$ cat config.mk
export PLATFORM = sky130hd
export DESIGN_NAME = multicycle_ctrl
export DESIGN_NICKNAME = d
export VERILOG_FILES = /design/src/rtl/rv_mc_pkg.sv /design/src/rtl/multicycle_ctrl_alu_deco.sv /design/src/rtl/multicycle_ctrl.sv
export SDC_FILE = /design/constraint.sdc
export NUM_CORES = 1
export LEC_CHECK = 0
export BUFFER_PORTS_ARGS = -buffer_cell sky130_fd_sc_hd__buf_2
export CAP_MARGIN = 20
export CORE_UTILIZATION = 28
export DETAILED_ROUTE_END_ITERATION = 12
export GPL_ROUTABILITY_DRIVEN = 0
export PLACE_DENSITY_LB_ADDON = 0.12
export SLEW_MARGIN = 40
export SYNTH_ARGS = -nofsm -noshare
export SYNTH_HDL_FRONTEND = slang
export SYNTH_SLANG_ARGS = --single-unit
$ cat constraint.sdc
create_clock -name clk -period 1.7 [get_ports clk]
set_clock_uncertainty 0.1 [all_clocks]
set_input_delay 0 -clock clk [delete_from_list [all_inputs] [get_ports clk]]
set_output_delay 0 -clock clk [all_outputs]
set_load 0.1 [all_outputs]
$ cat src/rtl/rv_mc_pkg.sv
// Shared definitions for the multicycle RV32I control path.
// Provides:
//   - state_e    : FSM state encoding (STATE_W bits)
//   - OP_*       : supported opcode values
//   - aluop_e    : ALU operation class requested by the FSM
//   - ALUC_*     : aluControl codes seen by the shared ALU
//   - imm_src_of : immediate-format select derived from the opcode
package rv_mc_pkg;

  localparam int STATE_W = 4;

  typedef enum logic [STATE_W-1:0] {
    FETCH    = 4'd0,
    DECODE   = 4'd1,
    MEMADR   = 4'd2,
    MEMREAD  = 4'd3,
    MEMWB    = 4'd4,
    MEMWRITE = 4'd5,
    EXECR    = 4'd6,
    EXECI    = 4'd7,
    ALUWB    = 4'd8,
    BEQ      = 4'd9,
    JAL      = 4'd10,
    TRAP     = 4'd11
  } state_e;

  localparam logic [6:0] OP_LW  = 7'b0000011;
  localparam logic [6:0] OP_SW  = 7'b0100011;
  localparam logic [6:0] OP_R   = 7'b0110011;
  localparam logic [6:0] OP_I   = 7'b0010011;
  localparam logic [6:0] OP_BEQ = 7'b1100011;
  localparam logic [6:0] OP_JAL = 7'b1101111;

  typedef enum logic [1:0] {
    ALUOP_ADD   = 2'b00,
    ALUOP_SUB   = 2'b01,
    ALUOP_FUNCT = 2'b10
  } aluop_e;

  localparam logic [2:0] ALUC_ADD = 3'b000;
  localparam logic [2:0] ALUC_SUB = 3'b001;
  localparam logic [2:0] ALUC_AND = 3'b010;
  localparam logic [2:0] ALUC_OR  = 3'b011;
  localparam logic [2:0] ALUC_SLT = 3'b101;

  // Immediate format: 00 I, 01 S, 10 B, 11 J. Unknown opcodes fall back to I.
  function automatic logic [1:0] imm_src_of(input logic [6:0] op);
    logic [1:0] sel;
    case (op)
      OP_SW:   sel = 2'b01;
      OP_BEQ:  sel = 2'b10;
      OP_JAL:  sel = 2'b11;
      default: sel = 2'b00;
    endcase
    return sel;
  endfunction

endpackage

$ cat src/rtl/multicycle_ctrl_alu_deco.sv
// alu_deco: ALU-control decoder shared with the single-cycle core.
// Ports:
//   op         in  opcode (only op[5] matters: separates R-type from I-type)
//   f3         in  funct3
//   f7         in  funct7 (only f7[5] matters: sub vs add)
//   aluOp      in  operation class from the controller (add / sub / funct)
//   aluControl out ALU operation code
module alu_deco
  import rv_mc_pkg::*;
(
  input  logic [6:0] op,
  input  logic [2:0] f3,
  input  logic [6:0] f7,
  input  logic [1:0] aluOp,
  output logic [2:0] aluControl
);

  // Remaining opcode/funct7 bits are not needed for this instruction subset.
  logic unused_bits;
  assign unused_bits = ^{op[6], op[4:0], f7[6], f7[4:0]};

  always_comb begin
    aluControl = ALUC_ADD;
    case (aluOp)
      ALUOP_SUB: aluControl = ALUC_SUB;
      ALUOP_FUNCT: begin
        case (f3)
          // Only R-type carries a real funct7; addi must never become sub.
          3'b000:  aluControl = (op[5] & f7[5]) ? ALUC_SUB : ALUC_ADD;
          3'b010:  aluControl = ALUC_SLT;
          3'b110:  aluControl = ALUC_OR;
          3'b111:  aluControl = ALUC_AND;
          default: aluControl = ALUC_ADD;
        endcase
      end
      default: aluControl = ALUC_ADD;
    endcase
  end

endmodule

$ cat src/rtl/multicycle_ctrl.sv
// multicycle_ctrl: control FSM for the multicycle RV32I core.
// Sequences a shared ALU, unified instruction/data memory and register file
// over 3-5 cycles per instruction (lw, sw, R-type, I-type ALU, beq, jal).
// mem_ready stalls fetch, load and store until memory completes.
// Ports:
//   clk, rst_n      clock (rising edge), async active-low reset
//   op, f3, f7      instruction fields from the IR
//   zero            ALU zero flag (branch decision)
//   mem_ready       memory access completes this cycle
//   pcWrite, adrSrc, memWrite, irWrite, resultSrc, aluSrcA, aluSrcB,
//   immSrc, regWrite, aluControl   datapath controls
//   illegal_op      one-cycle pulse in DECODE on an unknown opcode
module multicycle_ctrl
  import rv_mc_pkg::*;
#(
  parameter int OP_W = 7,
  parameter int ST_W = rv_mc_pkg::STATE_W
) (
  input  logic            clk,
  input  logic            rst_n,
  input  logic [OP_W-1:0] op,
  input  logic [2:0]      f3,
  input  logic [6:0]      f7,
  input  logic            zero,
  input  logic            mem_ready,
  output logic            pcWrite,
  output logic            adrSrc,
  output logic            memWrite,
  output logic            irWrite,
  output logic [1:0]      resultSrc,
  output logic [1:0]      aluSrcA,
  output logic [1:0]      aluSrcB,
  output logic [1:0]      immSrc,
  output logic            regWrite,
  output logic [2:0]      aluControl,
  output logic            illegal_op
);

  logic [ST_W-1:0] state_q;
  logic [ST_W-1:0] state_d;
  state_e          state;
  aluop_e          alu_op;

  // Encodings 12..15 fall into the case default and recover to FETCH.
  assign state = state_e'(state_q);

  always_ff @(posedge clk or negedge rst_n) begin
    if (!rst_n) begin
      state_q <= FETCH;
    end else begin
      state_q <= state_d;
    end
  end

  always_comb begin
    state_d    = state_q;
    pcWrite    = 1'b0;
    adrSrc     = 1'b0;
    memWrite   = 1'b0;
    irWrite    = 1'b0;
    resultSrc  = 2'b00;
    aluSrcA    = 2'b00;
    aluSrcB    = 2'b00;
    regWrite   = 1'b0;
    illegal_op = 1'b0;
    alu_op     = ALUOP_ADD;
    immSrc     = imm_src_of(op);

    case (state)
      FETCH: begin
        // PC+4 computed on the ALU and written straight back to the PC.
        resultSrc = 2'b10;
        aluSrcB   = 2'b10;
        irWrite   = mem_ready;
        pcWrite   = mem_ready;
        if (mem_ready) state_d = DECODE;
      end
      DECODE: begin
        // OldPC + imm: branch/jump target parked in ALUOut.
        aluSrcA = 2'b01;
        aluSrcB = 2'b01;
        case (op)
          OP_LW, OP_SW: state_d = MEMADR;
          OP_R:         state_d = EXECR;
          OP_I:         state_d = EXECI;
          OP_BEQ:       state_d = BEQ;
          OP_JAL:       state_d = JAL;
          default: begin
            state_d    = TRAP;
            illegal_op = 1'b1;
          end
        endcase
      end
      MEMADR: begin
        aluSrcA = 2'b10;
        aluSrcB = 2'b01;
        state_d = (op == OP_LW) ? MEMREAD : MEMWRITE;
      end
      MEMREAD: begin
        adrSrc = 1'b1;
        if (mem_ready) state_d = MEMWB;
      end
      MEMWB: begin
        resultSrc = 2'b01;
        regWrite  = 1'b1;
        state_d   = FETCH;
      end
      MEMWRITE: begin
        adrSrc   = 1'b1;
        memWrite = 1'b1;
        if (mem_ready) state_d = FETCH;
      end
      EXECR: begin
        aluSrcA = 2'b10;
        alu_op  = ALUOP_FUNCT;
        state_d = ALUWB;
      end
      EXECI: begin
        aluSrcA = 2'b10;
        aluSrcB = 2'b01;
        alu_op  = ALUOP_FUNCT;
        state_d = ALUWB;
      end
      ALUWB: begin
        regWrite = 1'b1;
        state_d  = FETCH;
      end
      BEQ: begin
        aluSrcA = 2'b10;
        alu_op  = ALUOP_SUB;
        pcWrite = zero;
        state_d = FETCH;
      end
      JAL: begin
        // PC <- target from ALUOut while the ALU forms OldPC+4 for rd.
        aluSrcA = 2'b01;
        aluSrcB = 2'b10;
        pcWrite = 1'b1;
        state_d = ALUWB;
      end
      TRAP: begin
        state_d = TRAP;
      end
      default: begin
        state_d = FETCH;
      end
    endcase

    // Reset forces every enable low immediately, so an aborted instruction
    // cannot complete a write while rst_n is held.
    if (!rst_n) begin
      pcWrite    = 1'b0;
      adrSrc     = 1'b0;
      memWrite   = 1'b0;
      irWrite    = 1'b0;
      resultSrc  = 2'b00;
      aluSrcA    = 2'b00;
      aluSrcB    = 2'b10;
      immSrc     = 2'b00;
      regWrite   = 1'b0;
      illegal_op = 1'b0;
      alu_op     = ALUOP_ADD;
    end
  end

  alu_deco u_alu_deco (
    .op         (op),
    .f3         (f3),
    .f7         (f7),
    .aluOp      (alu_op),
    .aluControl (aluControl)
  );

endmodule

; Word-level counts from Yosys, hierarchy flattened
; Cells that the tools add are included.
[totals]
in_bits = 21
reg_bits = 4
out_inout_bits = 17
wordCells = 72
[classes]
eq_ne = 25
bitwise = 1
muxes = 32
n_reduce_logical = 13
[ops]
columns = op, n
row1 = $pmux 4 s7, 1
row2 = $pmux 4 s5, 1
row3 = $eq 4x3->1 const B, 4
row4 = $eq 4x4->1 const B, 4
row5 = $pmux 2 s2, 4
row6 = $eq 7x6->1 const B, 2
row7 = $eq 7x7->1 const B, 2
row8 = $mux 1, 13
row9 = $mux 4, 3
row10 = $pmux 3 s4, 1
row11 = $reduce_or 2->1, 6
row12 = $mux 2, 5
row13 = $eq 4x2->1 const B, 2
row14 = $eq 7x2->1 const B, 1
row15 = $eq 7x5->1 const B, 1
row16 = $eq 3x3->1 const B, 2
row17 = $ne 2x2->1 const B, 3
row18 = $pmux 2 s3, 1
row19 = $pmux 3 s2, 1
row20 = $reduce_or 3->1, 2
row21 = $reduce_or 6->1, 1
row22 = $eq 4x1->1 const B, 1
row23 = $logic_not 4->1, 1
row24 = $reduce_or 4->1, 1
row25 = 8 further kinds, 8

; Logic depth before layout (Yosys ltp)
; Gate-level depths: netlist (run 1).
[depth]
word_depth = 6
depth_mapped = 8
mapped_depth_nobuf = 7

; Cells and area by module
; Synthesis (run 1) repeated with hierarchy kept, for this count alone.
[unflattened]
hier_cells = 91
hier_area_um2 = 675.6
[by_module_without_submodules]
columns = module, seq_area_each_um2, cells_each, area_per_inst_um2, n_inst
row1 = multicycle_ctrl, 100.1, 79, 590.6, 1
row2 = alu_deco, 0.0, 12, 85.1, 1

; Worst setup path after synthesis (run 1)
; OpenSTA, ideal clock, no wires.
[synth_timing]
path_kind = register to output
from = register state_q[3], in the netlist state[3]
to = output adrSrc
path_slack_ns = -1.947
required_time_ns = 1.600
path_buffers = 1
stages_incl_launch_ff = 3
arrival_time_ns = 3.547
path_cell_list = dfrtp_1 clkbuf_1 nor4_1
[synth_between]
elab_chain_cells = 4
elab_cells_between_ends = 5
cone_classes = eq/ne (2) / mux (2) / reduce/logical (1)
[synth_lines]
columns = item, line
row1 = from (decl), multicycle_ctrl.sv:39  ; logic [ST_W-1:0] state_q;
row2 = from (signal assigned), multicycle_ctrl.sv:51  ; state_q <= state_d;
row3 = $eq 4x3->1 / $eq 4x2->1 (equally long branches), multicycle_ctrl.sv:69  ; case (state)
row4 = $reduce_or 2->1 (no source line) *, n/a
row5 = $mux 1 *, multicycle_ctrl.sv:69
row6 = $mux 1 *, multicycle_ctrl.sv:151  ; if (!rst_n) begin
row7 = to (decl), multicycle_ctrl.sv:27  ; output logic adrSrc,
; Every way passes the cells marked *; elsewhere a longest branch is shown, timed or not.

; Worst setup path after layout (run 1)
[layout_timing]
from = register state_q[1], in the netlist state[1]
to = output aluControl[1]
[layout_between]
elab_chain_cells = 6
elab_cells_between_ends = 9
cone_classes = eq/ne (5) / mux (3) / reduce/logical (1)
[layout_lines]
columns = item, line
row1 = $eq 4x3->1, multicycle_ctrl.sv:69
row2 = $reduce_or 2->1 (no source line), n/a
row3 = $pmux 2 s2 *, multicycle_ctrl.sv:69
row4 = $mux 2 *, multicycle_ctrl.sv:151
row5 = $eq 2x2->1 / $eq 2x1->1 (equally long branches), multicycle_ctrl_alu_deco.sv:24  ; case (aluOp)
row6 = $pmux 3 s2 *, multicycle_ctrl_alu_deco.sv:24
row7 = to (decl), multicycle_ctrl.sv:35  ; output logic [2:0] aluControl,
; Marked as above.

==> implementation parameters, run 1 <==
Parameter                              Value

CTS
  Number of clock sinks seen by CTS    4
  H-Tree Depth    1
  Buffers from clock root to sink, at most    2
  Clock slew at reported path FFs    0.04 ns
  TritonCTS clock tree    built
  Total clock buffers created by CTS    3
  Root buffer cell    sky130_fd_sc_hd__clkbuf_4
  Clock latency reported for the late side of the worst-skew pair    0.24 ns

Pwr
  Worst VDD drop    1.32 mV
  Overall Power    2.42 mW
  Leakage power total    0.631 nW
  Pwr per Cell Area    1680 nW/µm²

Critical path
  Start point of the critical path    state[1]
  Endpoint of the worst-slack reg-to-reg timing path    state[0]
  Endpoint kind of the worst setup timing path    output port
  Largest stage delay on the critical path    0.41 ns
  Series of cell instances along the critical path    nor2b_4 -> nand2_1 -> or2_4 -> ha_4 -> nor3_4 -> buf_12
  Worst reg2reg setup slack    0.21 ns
  Depth of the worst register-to-register path    6
  Worst path required time    1.60 ns
  WP data arrival    1.68 ns
  Critical path type    flip-flop to output port
  Start of the worst register-to-register path    state[3]
  Crit Path Max Fanout    2
  Slowest cell on crit path    sky130_fd_sc_hd__dfrtp_1
  Critical Path End    aluControl[1]
  Kind of start point of the critical path    flip-flop

Detailed routing
  ANT nets after route    0
  Via density per instance    5.19
  Final routed wirelength across all metal layers    2.18 mm
  Count of TritonRoute iterations in the first routing pass    4
  Drt initial violations    8
  Via count    893
  Number of DRC violations after detailed routing    0
  Wire per inst    12.7 µm

Global route
  Total GRT Usage    18.8%
  Number of global-route vias before repair    830
  Initial antenna violation count    0
  Total congestion overflow    0
  Pin count of the biggest net entering global routing    12
  Global-route wire length before repair    3.68 mm

Final layout
  Flip-flop count of the largest register after layout    4
  Sequential cell area in the final layout    101 µm²
  Fill count    191
  Layout net count    169
  Share of cells above drive strength 1    57.6%
  Signed area change from the synthesized netlist to the final layout    121%
  Total area of multi-input combinational cells    699 µm²
  Number of diodes    0

Floorplanning
  Initial standard-cell utilization of the core    29.6%
  Core ar.    2210 µm²
  Number of standard-cell rows in the floorplan    17
  Die boundary width    50.3 µm
  Die Area    2530 µm²
  Top-level I/O count    38
  Y dimension of the die    50.3 µm

Synth
  Syn Nets    119
  Synthesized flop and latch total    4
  Synthesized area    654 µm²
  Cells after Synth    96
  Most used standard cells in the synthesized netlist    sky130_fd_sc_hd__nand2_1 (11), sky130_fd_sc_hd__nor2_1 (11), sky130_fd_sc_hd__inv_1 (8)
  Number of synthesis warnings    0
  Area fraction of the dominant cell type after synthesis    15.3%
  Sequential area share after synthesis    15.3%
  Share of synthesized registers carrying an async set or reset    100%
  Count of distinct cell types in the synthesized netlist    37
  Cell types with the largest area share after synthesis    sky130_fd_sc_hd__dfrtp_1 (15%), sky130_fd_sc_hd__nand2_1 (6.3%), sky130_fd_sc_hd__nor2_1 (6.3%), sky130_fd_sc_hd__and3_1 (4.8%), sky130_fd_sc_hd__nand2b_1 (4.8%)
  Predominant post-synthesis flop cell    sky130_fd_sc_hd__dfrtp_1
  Number of flops mapped to enable cells by yosys    0
  Mean area per synthesized cell    6.82 µm²
  Dominant cell type by area after synthesis    sky130_fd_sc_hd__dfrtp_1

STA
  Tightest Pin Transition    0.486 ns
  Final setup slack of the worst path    -0.0825 ns
  Number of pins with negative max-slew slack in the final report    0
  Max-slew headroom at the worst pin    67.8%
  Setup repair after global routing missed its margin    yes
  Clock period minus worst slack    1.78 ns
  Setup Viol. Count Final    4
  Fmax achieved    561 MHz
  Number of hold-slack violations in the final timing report    0
  Crit share post-route    105%

Min path
  Min-Delay Path Depth    3
  Type of the most critical hold path    input port to flip-flop

Place
  PortBufs    31
  Half-perimeter wire length after placement    1.70 mm
  Placement-stage worst setup slack    0.123 ns

Run
  Max cap viols    0

Outcome
  Result of the run    finished with violations
  Failing checks    negative setup slack
## logic make-up (layout without fill, tap and decap cells)
logic type                 after synthesis  in the layout  synth area share (%)
buffers and inverters                   13             61                  8.60
DFF                                      4              4                  15.3
xor gates and xnor gates                 4              4                  5.35
adders and majority gates                2              2                  3.82
and+or+nand+nor                         51             51                  42.3
AOI/OAI and AO/OA                       22             22                  24.7
## power by group
part           switching [mW]  leakage [nW]  internal, mW  total, mW
clock                  0.0407        0.0138        0.0791      0.120
combinational            1.23         0.568         0.888       2.12
sequential             0.0416        0.0499         0.140      0.182
## layer usage
layer / GRT usage, % / share of wire [%] / vias to the layer above
met1: 24.4 / 44 / 417
li1: - / - / 444
met5: 0 / 0 / -
met4: 4.17 / 1.2 / 0
met2: 32.0 / 50 / 30
met3: 3.64 / 4.0 / 2
## layout by cell type (no fill, tap or decap), types with 2 or more instances in the layout
cell type                       netlist  layout
sky130_fd_sc_hd__o22ai_1              2       2
sky130_fd_sc_hd__nor2_1              11       6
sky130_fd_sc_hd__a31o_2               2       2
sky130_fd_sc_hd__clkbuf_4             0       3
sky130_fd_sc_hd__nor2_4               0       2
sky130_fd_sc_hd__dfrtp_1              4       3
sky130_fd_sc_hd__buf_4                1      14
sky130_fd_sc_hd__nand2b_1             5       3
sky130_fd_sc_hd__and3_4               0       3
sky130_fd_sc_hd__buf_2                2      15
sky130_fd_sc_hd__nand3_1              5       4
sky130_fd_sc_hd__inv_1                8       7
sky130_fd_sc_hd__buf_6                0       2
sky130_fd_sc_hd__o21ai_0              4       2
sky130_fd_sc_hd__buf_12               0      16
sky130_fd_sc_hd__xor2_1               3       3
sky130_fd_sc_hd__nor3_4               0       2
sky130_fd_sc_hd__o21ai_1              0       2
sky130_fd_sc_hd__nor2_2               0       3
sky130_fd_sc_hd__nand2_1             11       9
sky130_fd_sc_hd__nor4_4               0       2
sky130_fd_sc_hd__and3_1               5       2
sky130_fd_sc_hd__dlygate4sd3_1        0       2
sky130_fd_sc_hd__nand2b_4             0       2
## worst min path at each step
stage           from  endpoint  slack, ns
2_1_floorplan  rst_n  state[0]      -0.40
3_3_place_gp   rst_n  state[0]      -0.11
3_5_place_dp   rst_n  state[0]      -0.11
4_1_cts        op[6]  state[3]       0.06
5_1_grt        op[6]  state[3]       0.12
6_report       op[6]  state[3]       0.07
## area by class of cell
cell class | instances | area share, %
sequential | 4 | 7.01
timing repair buffer | 50 | 38.6
tap | 28 | 2.42
inverter | 8 | 2.08
multi-input combinational | 79 | 48.4
clock buffer | 3 | 1.56
## per-stage QoR
step                      hold slack (ns)  instances  instance area, µm²  util [%]  setup TNS, ns
after floorplan                    -0.396         96                 817         -          -1.17
after global placement             -0.111        160                1270      57.3              0
after detailed placement           -0.111        160                1270      57.3              0
after CTS                          0.0569        167                1360      61.5         -0.366
after global routing                0.120        172                1450      65.4         -0.919
final                              0.0709        172                1450      65.4         -0.226
## critical path: cells and delay by family, from the launching register on
family / cells / cell delay (ns)
and+or+nand+nor: 4 / 0.59
adders and majority gates: 1 / 0.24
DFF: 1 / 0.41
buffers and inverters: 1 / 0.20
## repair_timing
action,in CTS,in global routing
resized for setup,8,12
hold endpoints to repair,5,0
hold buffers,2,0
setup endpoints to repair,9,10
pin swaps,5,6
buffers inserted,2,5
Note: power is estimated with default switching activity, not from simulation.
==> run 2, diff against run 1 <==
Settings changed: ABC_AREA set to 1, BUFFER_PORTS_ARGS -buffer_cell sky130_fd_sc_hd__buf_2 to -buffer_cell sky130_fd_sc_hd__clkbuf_2.
==> run 2 against run 1 <==
Net effect: core utilization rose by 8.3 points; fmax decreased by 6.4%; global-route usage is 1.8 points higher; via count up 1.1%; synthesized cell count up 13%; clock-buffer cell count increased by 1; final area rose by 4.1%; largest power group unchanged; highest routed layer unchanged; combinational power is essentially flat; flip-flop and latch count is the same; area after synthesis shrank 2.9%; register-to-register slack got worse by 0.19 ns; power is essentially flat; the flow still finishes with violations (negative setup slack).
==> implementation parameters, run 2 <==
Parameter                              Value

Global route
  Global-route wire length before repair    3.88 mm
  M1 GR Usage    24.3%
  Met2 demand-to-capacity share in global routing    36.9%
  Total congestion overflow    0
  Global route hottest layer    met2
  Number of global-route vias before repair    901
  Pin count of the biggest net entering global routing    6
  GR met3 Demand/Resource    3.09%
  Initial antenna violation count    0
  Total GRT Usage    20.6%

Detailed routing
  Final routed wirelength across all metal layers    2.36 mm
  Wire per inst    12.2 µm
  Via count    903
  Number of DRC violations after detailed routing    0
  ANT nets after route    0
  Via density per instance    4.65
  Drt initial violations    6
  Count of TritonRoute iterations in the first routing pass    3

STA
  Clock period minus worst slack    1.91 ns
  Setup repair after global routing missed its margin    yes
  Number of hold-slack violations in the final timing report    0
  Final setup slack of the worst path    -0.205 ns
  Crit share post-route    112%
  Fin Hold WS    0.0450 ns
  Number of pins with negative max-slew slack in the final report    0
  Fmax achieved    525 MHz
  Tightest Pin Transition    0.298 ns
  Max-slew headroom at the worst pin    80.1%
  Setup Viol. Count Final    12

Synth
  Number of synthesis warnings    0
  Number of flops mapped to enable cells by yosys    0
  Synthesized flop and latch total    4
  Mean area per synthesized cell    5.89 µm²
  Predominant post-synthesis flop cell    sky130_fd_sc_hd__dfrtp_1
  Synthesized area    636 µm²
  Syn Nets    131
  Most used standard cells in the synthesized netlist    sky130_fd_sc_hd__nand2_1 (21), sky130_fd_sc_hd__nor2_1 (13), sky130_fd_sc_hd__inv_1 (10)
  Share of synthesized registers carrying an async set or reset    100%
  Count of distinct cell types in the synthesized netlist    26
  Library cell with the highest instance count after synthesis    sky130_fd_sc_hd__nand2_1
  Cells after Synth    108
  Dominant cell type by area after synthesis    sky130_fd_sc_hd__dfrtp_1
  Area fraction of the dominant cell type after synthesis    15.7%
  Cell types with the largest area share after synthesis    sky130_fd_sc_hd__dfrtp_1 (16%), sky130_fd_sc_hd__nand2_1 (12%), sky130_fd_sc_hd__nor2_1 (7.7%), sky130_fd_sc_hd__nand3_1 (7.1%), sky130_fd_sc_hd__a21oi_1 (6.3%)
  Sequential area share after synthesis    15.7%

Run
  Max cap viols    0

Critical path
  Worst reg2reg setup slack    0.02 ns
  Critical path type    flip-flop to output port
  Kind of start point of the critical path    flip-flop
  Worst path required time    1.60 ns
  Crit Path Max Fanout    3
  WP data arrival    1.81 ns
  Endpoint kind of the worst setup timing path    output port

CTS
  Clock slew at reported path FFs    0.04 ns
  Root buffer cell    sky130_fd_sc_hd__clkbuf_4
  Clock latency reported for the late side of the worst-skew pair    0.25 ns
  Number of clock sinks seen by CTS    4
  Buffers from clock root to sink, at most    2
  TritonCTS clock tree    built
  Total clock buffers created by CTS    3
  H-Tree Depth    1

Final layout
  Commonest non-fill, non-tap cell in the layout    sky130_fd_sc_hd__buf_4
  Top library cells by usage in the layout, fill and taps aside    sky130_fd_sc_hd__buf_4 (21), sky130_fd_sc_hd__nand2_1 (16), sky130_fd_sc_hd__clkbuf_2 (14), sky130_fd_sc_hd__buf_12 (14), sky130_fd_sc_hd__nor2_4 (10)
  Flip-flop count of the largest register after layout    4
  Fill count    159
  Share of cells above drive strength 1    67.7%
  Number of diodes    0
  Signed area change from the synthesized netlist to the final layout    137%
  Summed area of non-filler cells in the final layout    1510 µm²
  Layout net count    191

Min path
  Type of the most critical hold path    input port to flip-flop

Pwr
  Overall Power    2.42 mW
  Pwr per Cell Area    1610 nW/µm²
  Worst VDD drop    1.21 mV
  Leakage power total    0.705 nW

Outcome
  Failing checks    negative setup slack
  Result of the run    finished with violations

Floorplanning
  Initial standard-cell utilization of the core    31.1%
  Core ar.    2040 µm²
  Number of standard-cell rows in the floorplan    16
  Y dimension of the die    49.6 µm
  Die boundary width    49.6 µm
  Die Area    2460 µm²
  Top-level I/O count    38

Place
  Half-perimeter wire length after placement    1.79 mm
  PortBufs    31
  DP Area    1220 µm²
## run 2: cell count changes after synthesis, moves of 4 or more
cell                       before  now
sky130_fd_sc_hd__nor2_2         0    5
sky130_fd_sc_hd__inv_2          0    9
sky130_fd_sc_hd__nand3_1        5    9
sky130_fd_sc_hd__and3_1         5    0
sky130_fd_sc_hd__nand2b_1       5    0
sky130_fd_sc_hd__nand2_1       11   21
sky130_fd_sc_hd__a21oi_1        2    8
sky130_fd_sc_hd__nand2_2        0    5
## run 2: area by class of cell
| cell class | count | area (µm²) | area share (%) |
|---|---|---|---|
| clock buffers | 4 | 26.3 | 1.75 |
| multi-input cells | 83 | 677 | 45.0 |
| repair buffers | 56 | 584 | 38.8 |
| flip-flops and latches | 4 | 103 | 6.82 |
| well taps | 27 | 33.8 | 2.24 |
| inverters | 20 | 81.3 | 5.40 |
## run 2: layer usage
layer / up-vias / part of all wire, %
met5: - / 0
li1: 466 / -
met3: 4 / 2.6
met4: 0 / 2.1
met2: 21 / 53
met1: 412 / 43
## run 2: repair_timing
action,4_1_cts,5_1_grt
pin swaps,9,11
setup buffers,5,8
hold buffers,2,0
hold endpoints to repair,6,0
endpoints found under the setup margin,5,11
resized for setup,10,27
## run 2: kinds of logic (layout without fill, tap and decap cells)
kind of cell	count (synthesis)	in the layout	synth area share [%]
compound gates	17	17	16.1
fa+ha+maj	2	2	3.94
buf+inv	21	80	12.8
flops	4	4	15.7
simple gates	64	64	51.4
## run 2: stage by stage
stage	cells	TNS, ns	util [%]	setup slack, ns
after detailed placement	176	0	59.6	0.00900
after CTS	187	-0.398	65.7	-0.169
after global routing	194	-2.04	73.7	-0.296
after global placement	176	0	59.6	0.0306
final	194	-1.02	73.7	-0.205
after floorplan	108	-2.21	-	-0.524
## run 2: worst max-delay path, cell delays in order, from the launching register on
cell,delay [ns]
sky130_fd_sc_hd__dfrtp_2,0.40
sky130_fd_sc_hd__inv_2,0.05
sky130_fd_sc_hd__nor2_4,0.14
sky130_fd_sc_hd__inv_2,0.07
sky130_fd_sc_hd__nor3_4,0.16
sky130_fd_sc_hd__ha_4,0.18
sky130_fd_sc_hd__nand4_1,0.15
sky130_fd_sc_hd__a21oi_4,0.21
sky130_fd_sc_hd__buf_12,0.19
## run 2: power by group
group	internal [mW]	switching [mW]
registers	0.140	0.0452
clock network	0.0889	0.0515
logic	0.822	1.28
## run 2: worst paths after layout
check,startpoint,end,cells after the start
hold / removal,op[4],state[2],5
setup reg to reg,state[2],state[2],10
max in group asynchronous,rst_n,state[3],3
min in group asynchronous,rst_n,state[0],3
hold reg to reg,state[0],state[0],5
setup / recovery,state[2],aluControl[0],8
==> run 3, diff against run 2 <==
Settings changed: BUFFER_PORTS_ARGS -buffer_cell sky130_fd_sc_hd__clkbuf_2 to unset, CTS_CLUSTER_SIZE set to 24, DONT_BUFFER_PORTS set to 1.
==> run 3 against run 2 <==
Net effect: the run still ends with negative setup slack left; setup slack got worse by 0.059 ns; final area fell by 4.7%; sequential power barely moved; die area did not move; global-route usage fell by 1.1 points; clock-buffer cell count did not move; critical path depth rose by 1; worst hold slack improved by 0.0032 ns; sequential share of layout area rose by 0.25 points; fmax fell by 3.0%; clock power fell by 4%.
==> implementation parameters, run 3 (synthesis results as in run 2) <==
Parameter                              Value

Detailed routing
  Final routed wirelength across all metal layers    2.36 mm
  Drt initial violations    14
  Count of TritonRoute iterations in the first routing pass    6
  Wire per inst    13.0 µm
  Via count    890
  Via density per instance    4.92
  ANT nets after route    0
  Number of DRC violations after detailed routing    0

CTS
  TritonCTS clock tree    built
  Clock latency reported for the late side of the worst-skew pair    0.24 ns
  H-Tree Depth    1
  Number of clock sinks seen by CTS    4
  Buffers from clock root to sink, at most    2
  Total clock buffers created by CTS    3
  Root buffer cell    sky130_fd_sc_hd__clkbuf_4
  Clock slew at reported path FFs    0.04 ns

Pwr
  Leakage power total    0.679 nW
  Worst VDD drop    1.10 mV
  Pwr per Cell Area    1610 nW/µm²

Floorplanning
  Die Area    2460 µm²
  Number of standard-cell rows in the floorplan    16
  Top-level I/O count    38
  Core ar.    2040 µm²
  Die boundary width    49.6 µm
  Initial standard-cell utilization of the core    31.1%
  Y dimension of the die    49.6 µm

Final layout
  Commonest non-fill, non-tap cell in the layout    sky130_fd_sc_hd__buf_4
  Summed area of non-filler cells in the final layout    1430 µm²
  Top library cells by usage in the layout, fill and taps aside    sky130_fd_sc_hd__buf_4 (24), sky130_fd_sc_hd__nand2_1 (15), sky130_fd_sc_hd__buf_12 (12)
  Share of the core filled with cells in the final layout    70.2%
  Fill count    158
  Layout net count    178
  Signed area change from the synthesized netlist to the final layout    126%
  Flip-flop count of the largest register after layout    4
  Share of cells above drive strength 1    63.6%
  Number of diodes    0

Critical path
  Worst reg2reg setup slack    0.21 ns
  Kind of start point of the critical path    flip-flop
  Crit Path Max Fanout    3
  Endpoint kind of the worst setup timing path    output port
  Endpoint of the worst-slack reg-to-reg timing path    state[0]
  Critical path type    flip-flop to output port
  Worst path required time    1.60 ns
  Start of the worst register-to-register path    state[1]
  WP data arrival    1.86 ns
  Depth of the worst register-to-register path    9

STA
  Max-slew headroom at the worst pin    75.7%
  Fin Hold WS    0.0481 ns
  Crit share post-route    116%
  Fmax achieved    509 MHz
  Setup repair after global routing missed its margin    yes
  Number of hold-slack violations in the final timing report    0
  Setup Viol. Count Final    3
  Clock period minus worst slack    1.96 ns
  Number of pins with negative max-slew slack in the final report    0
  Tightest Pin Transition    0.364 ns
  Final setup slack of the worst path    -0.264 ns

Outcome
  Failing checks    negative setup slack
  Result of the run    finished with violations

Global route
  Total GRT Usage    19.6%
  Number of global-route vias before repair    858
  Total congestion overflow    0
  Initial antenna violation count    0
  Global-route wire length before repair    3.70 mm
  Pin count of the biggest net entering global routing    10

Place
  PortBufs    0
  Half-perimeter wire length after placement    1.72 mm
  DP Area    1140 µm²

Min path
  Launch instance of the worst min-delay path    op[5]
  End of the worst hold path    state[2]
  Type of the most critical hold path    input port to flip-flop
  Min-Delay Path Depth    6

Run
  Max cap viols    0
## run 3: cell count changes in the layout (fill, tap and decap cells not counted), sizes merged
| cell | change |
|---|---|
| buf | -4 |
| clkbuf | -13 |
| dlygate4sd3 | +4 |
## run 3: routing by layer
layer / global-route usage, % / share of wire (%)
met5: 0 / 0
met4: 5.71 / 0.55
met3: 2.47 / 3.3
met2: 37.2 / 55
met1: 22.3 / 41
## run 3: timing repair
action	CTS	global route
setup buffers	6	6
hold endpoints to repair	7	4
pin swaps	13	13
gates resized for setup	16	16
setup endpoints to repair	7	13
hold buffers	4	2
## run 3: how the worst max path moves through the flow
stage | startpoint | end
after floorplan | state[2] | aluSrcB[1]
after CTS | state[2] | aluControl[1]
after global placement | state[2] | aluControl[0]
after global routing | state[3] | aluControl[0]
final | state[3] | aluControl[0]
after detailed placement | state[3] | aluControl[0]
## run 3: layout make-up
class	count	area [µm²]	area share [%]
inverter	20	78.8	5.50
sequential	4	101	7.07
multi-input combinational	83	688	48.0
tap	27	33.8	2.36
timing repair buffer	43	505	35.3
clock buffer	4	26.3	1.83
## run 3: worst max-delay path, cell delays in order, from the launching register on
cell and delay (ns):
sky130_fd_sc_hd__dfrtp_2 0.43, sky130_fd_sc_hd__nor2_4 0.12, sky130_fd_sc_hd__inv_2 0.06, sky130_fd_sc_hd__nor3_4 0.23, sky130_fd_sc_hd__ha_4 0.18, sky130_fd_sc_hd__nand2_4 0.06
sky130_fd_sc_hd__nor2_2 0.12, sky130_fd_sc_hd__nor2_4 0.05, sky130_fd_sc_hd__a21oi_4 0.17, sky130_fd_sc_hd__buf_12 0.19
## run 3: metrics by stage
step / instances / worst slack [ns] / power (mW) / setup TNS, ns
2_1_floorplan: 108 / -0.524 / 1.28 / -2.21
3_3_place_gp: 162 / 0.0291 / 1.80 / 0
3_5_place_dp: 162 / 0.00790 / 1.82 / 0
4_1_cts: 175 / -0.193 / 2.12 / -0.575
5_1_grt: 181 / -0.352 / 2.41 / -1.17
6_report: 181 / -0.264 / 2.30 / -0.720
## run 3: power breakdown
part,internal [mW],switching [mW],total [mW],leakage [nW]
Sequential,0.139,0.0473,0.186,0.0497
Combinational,0.731,1.25,1.98,0.614
Clock,0.0885,0.0455,0.134,0.0150
